==> src/rtl/sat_counter.sv <==
// Up-counter that sticks at all-ones. A clear together with an increment loads 1,
// which lets the checker restart its word count on the first word of a burst.
module sat_counter #(
    parameter int WIDTH = 16
) (
    input  logic             clk_in,
    input  logic             rst_in,
    input  logic             clr_in,
    input  logic             inc_in,
    output logic [WIDTH-1:0] count_out
);

    localparam logic [WIDTH-1:0] ONE = WIDTH'(1);

    logic [WIDTH-1:0] r_count;

    // Count events, restarting on clear and holding once every bit is set.
    always_ff @(posedge clk_in) begin
        if (!rst_in) begin
            r_count <= '0;
        end else if (clr_in) begin
            r_count <= inc_in ? ONE : '0;
        end else if (inc_in && (r_count != '1)) begin
            r_count <= r_count + ONE;
        end
    end

    assign count_out = r_count;

endmodule

==> config.mk <==
export PLATFORM = sky130hd
export DESIGN_NAME = sat_counter
export DESIGN_NICKNAME = d
export VERILOG_FILES = /design/src/rtl/sat_counter.sv
export SDC_FILE = /design/constraint.sdc
export NUM_CORES = 1
export LEC_CHECK = 0
export BUFFER_PORTS_ARGS = -buffer_cell sky130_fd_sc_hd__buf_4
export CAP_MARGIN = 10
export CORE_MARGIN = 1
export CORE_UTILIZATION = 58
export CTS_BUF_LIST = sky130_fd_sc_hd__clkbuf_2
export DETAILED_ROUTE_END_ITERATION = 6
export PLACE_DENSITY = 0.89
export SYNTH_ARGS = -nofsm -noshare
export SYNTH_HDL_FRONTEND = slang
export SYNTH_SLANG_ARGS = --single-unit
==> constraint.sdc <==
create_clock -name clk_in -period 5 [get_ports clk_in]
set_input_delay 0.75 -clock clk_in [delete_from_list [all_inputs] [get_ports clk_in]]
set_output_delay 0.75 -clock clk_in [all_outputs]
set_load 0.02 [all_outputs]
Word level (Yosys, flattened, before mapping)
Index checks and enable logic that the tools add are counted.
W data, S select, Z words.
- register bits: 16
- output and inout bits: 16
- logic and storage cells: 8
- add/sub/neg operators: 1
- equal/unequal tests: 1
- multiplexer cells: 3
- reduce and logical (&&, ||, !) cells: 2
- operators by type and width (cell ; number):
    $mux W16 ; 2
    $add A16 B1 Y16 const B ; 1
    $ne A16 B16 Y1 const B ; 1
    $reduce_bool A2 Y1 ; 1
    $logic_and A1 B1 Y1 ; 1
    $mux W1 ; 1

Logic depth before layout (Yosys ltp)
Gate-level depths: netlist of run 1.
- depth after elaboration: 4
- depth in mapped cells: 6
- depth with buffers taken out: 5

Worst setup path before layout of run 1
OpenSTA, ideal clock, no wires.
- path kind: input port to flip-flop
- start: input inc_in
- end: register r_count[15] (netlist: count_out[15])
- arrival: 1.902 ns
- required time: 4.930 ns
- slack: 3.027 ns
- stages on the path: 5
- buffers on the path: 1
- cells stage by stage: nand3_1 or3_1 clkbuf_1 or4_1 a21oi_1
- longest elaborated chain between the ends: 2
- RTL lines (item ; RTL line ; source):
    start: declaration ; 9 ; input logic inc_in,
    $logic_and A1 B1 Y1 ; 23 ; end else if (inc_in && (r_count != '1)) begin
    $reduce_bool A2 Y1 (no source line) ; n/a ;
    end signal: assignment ; 22 ; r_count <= inc_in ? ONE : '0;
    end signal: assignment ; 24 ; r_count <= r_count + ONE;
    end: declaration ; 15 ; logic [WIDTH-1:0] r_count;
No other way between the ends.
A chain may end at the register's enable or synchronous reset.

Worst setup path after layout of run 1
- start: register r_count[8] (netlist: count_out[8])
- end: register r_count[0] (netlist: count_out[0])
- longest elaborated chain between the ends: 3
- RTL lines (item ; RTL line):
    $ne A16 B16 Y1 ; 23
    $logic_and A1 B1 Y1 ; 23
    $reduce_bool A2 Y1 (no source line) ; n/a
No other way between the ends.

==> impl_metrics.toml, run 1 <==
[outcome]
status = "finished clean"

[clock_tree]
htree_levels = 1
numCtsBuffers = 3
cts_setup_buffers = 0
cts-resized-gates = 0
cts_tree = "built"
cts_root_buf = "clkbuf_2"
clk_latency_ns = 0.29
clk_path_buf_depth = 2
cts_sinks = 16
ctsHoldBuffers = 0
cts.clk_slew.worst_paths_ns = 0.14

[sta]
timing.slew.headroom_pct = 23.63
finalWorstSetupSlack_ns = 2.754
maxSlewViolCount = 0
grt_setup_unrepaired = "false"
fin_crit_sh_pct = 44.93
worstMarginPinSlew_ns = 1.136
fin_tns_setup_ns = 0
fin_worst_skew_ns = 0.006850
period_minus_slack_ns = 2.246
fmax_mhz = 445.2
setup_viol = 0
final_hold_viol_count = 0

[worst_setup_path]
cpPeakStageDelay_ns = 1.04
cp_max_fo = 15
rr_worst_depth = 4
crit_type = "flop to flop"
crit_chain = "nand4_1 > nor4_2 > o21bai_1 > a31o_1"
cp-end-kind = "flop"
worstPathRequired_ns = 5.20
cpMaxStageDelayCell = "nor4_2"
crit_arrival_ns = 2.45
start_kind = "flop"

[die]
start_util_pct = 63.44
die_h_um = 39.96
rows = 13
ios = 20
core-area_um2 = 1318
die_w_um = 39.96
die-area_um2 = 1597

[detailed_routing]
wl_mm = 2.011
drt_first_pass_iters = 4
vias = 864
drc_errors = 0
avgRoutedWirePerCell_um = 15.35
post_drt_via_cell_ratio = 6.595
drt.antenna.violating_nets = 0
drtIter0Drc = 34

[grt]
grtUsageTotal_pct = 27.21
grt-ovfl-total = 0
grt_max_degree = 16
antenna_found_initial = 0
grt_pass1_wl_mm = 2.829
grt_pass1_vias = 679

[final_layout]
antennaDiodeCount = 0
nets = 123
syn_to_final_growth_pct = 19.01
utilization_pct = 75.50
fill_cells = 100
fin_cells = 131
largest_register_ffs = 16
drive_gt1_share_pct = 20.69

[worst_hold_path]
hold_path.class = "flop to flop"
hold_depth = 2

[synth]
netlist_area_um2 = 835.8
synth.avg_cell_area_um2 = 8.529
ys_types = 31
synth-adder-area-share_pct = 1.497
post-synth-top-count-cell = "dfxtp_1"
ys_ff_latch = 16
synthArstFlopShare_pct = 0
muxShareOfSynthArea_pct = 1.198
synth_top_area_share_pct = 38.32
synth-simple-area-share_pct = 32.34
synth.area.top_cells = "dfxtp_1, a21oi_1, or4_1, nand3_1, o31ai_1"
synth_commonest_cells = "dfxtp_1, a21oi_1, nand3_1"
synth_compound_gate_area_share_pct = 22.75
yosys_warnings = 0
ys_seq_area_share_pct = 38.32
synth_xor_area_share_pct = 0
yosys.area.top_type = "dfxtp_1"
synth-main-ff-cell = "dfxtp_1"
synth_top_family_by_area = "simple AND/OR/NAND/NOR gates"
syn_nets = 103
syn_inst = 98
synth_edf_count = 0

[placement]
portBuffers = 19
gp_congestion = 0.8665
placedCellCount = 128
dp_slack_ns = 2.794
place_hpwl_mm = 1.511

[pwr]
vdd_drop_max_uv = 179.4
power_uw = 194.6
leakagePower_uw = 0.0003545
p_per_area_nw_per_um2 = 195.6

[flow_run]
cap_violations = 0
-- worst paths after layout --
path,slack (ns),end,startpoint
hold / removal,0.53,count_out[1]$_SDFFE_PN0P_,count_out[1]$_SDFFE_PN0P_
setup reg to reg,2.75,count_out[0]$_SDFFE_PN0P_,count_out[8]$_SDFFE_PN0P_
hold reg to reg,0.53,count_out[1]$_SDFFE_PN0P_,count_out[1]$_SDFFE_PN0P_
setup / recovery,2.75,count_out[0]$_SDFFE_PN0P_,count_out[8]$_SDFFE_PN0P_
-- routing by layer --
metal / routed length, µm / part of all wire, % / GRT usage, %
met5: 0 / 0 / 0
met4: 38 / 1.9 / 13.79
met3: 75 / 3.7 / 3.889
met2: 1020 / 51 / 47.18
met1: 877 / 44 / 32.19
-- worst max-delay path: cells and delay by family (launching register included) --
family	cells	cell delay [ns]
flip-flops	1	0.46
AO/OA/AOI/OAI	2	0.42
AND/OR/NAND/NOR	2	1.29
-- cells in the final DEF, fill, tap and decap left out, types with 4 or more instances in the layout --
| cell type | count |
|---|---|
| or4_1 | 7 |
| o21ai_0 | 4 |
| dfxtp_1 | 16 |
| inv_1 | 4 |
| buf_4 | 19 |
| o31ai_1 | 6 |
| nand2_1 | 5 |
| nor3_1 | 4 |
| a21oi_1 | 11 |
| nand3_1 | 9 |
-- cell type report --
class	instances	area (µm²)	area share, %
repair buffers	19	142.6	14.34
clock buffers	3	15.01	1.509
multi-input cells	74	483.0	48.55
well taps	15	18.77	1.887
inverters	4	15.01	1.509
flip-flops and latches	16	320.3	32.20
-- power breakdown --
part	total [µW]	internal [µW]	switching, µW
clock network	54.8	16.4	38.4
registers	129	128	1.11
logic	10.3	4.45	5.88
total	195	149	45.4
-- kinds of logic after synthesis --
| kind of cell | after synthesis |
|---|---|
| simple gates | 43 |
| compound gates | 29 |
| flops | 16 |
| fa+ha+maj | 1 |
| mux | 1 |
| buf+inv | 8 |
-- through the flow --
step	area, µm²	hold slack (ns)
final	994.7	0.5325
after detailed placement	979.7	0.5124
after floorplan	835.8	0.5684
after CTS	994.7	0.5346
after global routing	994.7	0.5533
after global placement	979.7	0.5046
No activity file was read; power rests on OpenSTA's default activity.
==> run 2: changes to the inputs <==
--- a/config.mk
+++ b/config.mk
@@ -8,10 +8,10 @@
 export BUFFER_PORTS_ARGS = -buffer_cell sky130_fd_sc_hd__buf_4
 export CAP_MARGIN = 10
 export CORE_MARGIN = 1
-export CORE_UTILIZATION = 58
+export CORE_UTILIZATION = 54
 export CTS_BUF_LIST = sky130_fd_sc_hd__clkbuf_2
 export DETAILED_ROUTE_END_ITERATION = 6
-export PLACE_DENSITY = 0.89
+export PLACE_DENSITY = 0.84
 export SYNTH_ARGS = -nofsm -noshare
 export SYNTH_HDL_FRONTEND = slang
 export SYNTH_SLANG_ARGS = --single-unit
==> constraint.sdc (replaced) <==
create_clock -name clk_in -period 2.1 [get_ports clk_in]
set_input_delay 0.315 -clock clk_in [delete_from_list [all_inputs] [get_ports clk_in]]
set_output_delay 0.315 -clock clk_in [all_outputs]
set_load 0.02 [all_outputs]
==> impl_metrics.toml, run 2 (synthesized netlist as in run 1, its figures left out) <==
[sta]
fmax_mhz = 513.1
finalWorstSetupSlack_ns = 0.1511
maxSlewViolCount = 0
fin_worst_skew_ns = 0.003565
period_minus_slack_ns = 1.949
timing.slew.headroom_pct = 66.41
fin_crit_sh_pct = 92.80
fin_tns_setup_ns = 0
final_hold_viol_count = 0
setup_viol = 0
worstMarginPinSlew_ns = 0.5000
grt_setup_unrepaired = "false"

[worst_setup_path]
crit_type = "flop to flop"
cp_max_fo = 7
crit_chain = "ha_1 > nand2_1 > or3_1 > or4_1 > a21oi_1"
cp_top_family = "simple AND/OR/NAND/NOR gates"
rr_worst_depth = 5
cpPeakStageDelay_ns = 0.51
critPathBufInv = 0
worstPathRequired_ns = 2.33
cpMaxStageDelayCell = "or4_1"
cp-end-kind = "flop"
critical_path_cell_count = 5
crit_arrival_ns = 2.18
start_kind = "flop"

[placement]
dp_slack_ns = 0.1838
gp_congestion = 0.9144
place_hpwl_mm = 1.414
portBuffers = 19

[clock_tree]
ctsHoldBuffers = 0
clk_latency_ns = 0.29
cts.clk_slew.worst_paths_ns = 0.15
cts_sinks = 16
numCtsBuffers = 3
cts_root_buf = "clkbuf_2"
cts_tree = "built"
cts-resized-gates = 0
htree_levels = 1
clk_path_buf_depth = 2
cts_setup_buffers = 0

[final_layout]
regArea_um2 = 320.3
drive_gt1_share_pct = 22.69
multi_input_area_um2 = 483.0
nets = 126
syn_to_final_growth_pct = 21.71
layout_common_cells = "buf_4, dfxtp_1, a21oi_1"
final_common_cell = "buf_4"
fill_cells = 121
largest_register_ffs = 16
antennaDiodeCount = 0

[flow_run]
cap_violations = 0

[die]
rows = 13
core-area_um2 = 1366
die_w_um = 41.34
die-area_um2 = 1709
start_util_pct = 61.17
die_h_um = 41.34
ios = 20

[pwr]
leakagePower_uw = 0.0003695
vdd_drop_max_uv = 301.3
p_per_area_nw_per_um2 = 459.3

[detailed_routing]
wl_mm = 1.920
post_drt_via_cell_ratio = 6.582
vias = 882
drc_errors = 0
avgRoutedWirePerCell_um = 14.33
drt_first_pass_iters = 4
drtIter0Drc = 37
drt.antenna.violating_nets = 0

[grt]
grt_pass1_wl_mm = 2.932
grt-ovfl-total = 0
grt_pass1_vias = 680
grtUsageTotal_pct = 26.73
grt_max_degree = 12
antenna_found_initial = 0

[worst_hold_path]
hold_depth = 2
hold_path.class = "primary input to flop"

[outcome]
status = "finished clean"
run 2: cell types whose count changed in the layout (fill, tap and decap cells not counted):
cell,previous run,this run
buf_4,19,22
run 2: layer usage:
metal  global-route usage [%]  wire [µm]  part of all wire, %  vias to the layer above
li1                         -          -                    -                      424
met1                    32.35        844                   44                      407
met2                    43.36        910                   47                       40
met3                    4.255         97                  5.1                       11
met4                    17.74         68                  3.5                        0
met5                        0          0                    0                        -
run 2: metrics by stage:
step	cell area (µm²)	utilization, %	cells	power, µW	hold slack [ns]
4_1_cts	1017	74.45	134	467.8	0.2689
2_1_floorplan	835.8	-	98	326.6	0.4492
3_3_place_gp	1002	73.35	131	338.1	0.4950
6_report	1017	74.45	134	467.3	0.2652
5_1_grt	1017	74.45	134	478.9	0.2620
3_5_place_dp	1002	73.35	131	338.7	0.5261
run 2: power breakdown:
group	internal, µW	total [µW]	switching (µW)	leakage, µW
clock	39.0	135	96.4	0.0000125
combinational	10.7	24.0	13.4	0.000228
sequential	306	308	2.18	0.000129
run 2: area by class of cell:
| class | instances | share of cell area [%] |
|---|---|---|
| clock buffers | 3 | 1.476 |
| flip-flops and latches | 16 | 31.49 |
| multi-input cells | 74 | 47.48 |
| well taps | 15 | 1.845 |
| repair buffers | 22 | 16.24 |
| inverters | 4 | 1.476 |
run 2: final timing paths:
check	slack, ns	end	from
min	0.27	count_out[0]$_SDFFE_PN0P_	rst_in
max	0.15	count_out[10]$_SDFFE_PN0P_	count_out[0]$_SDFFE_PN0P_
min reg2reg	0.54	count_out[9]$_SDFFE_PN0P_	count_out[9]$_SDFFE_PN0P_
max reg2reg	0.15	count_out[10]$_SDFFE_PN0P_	count_out[0]$_SDFFE_PN0P_
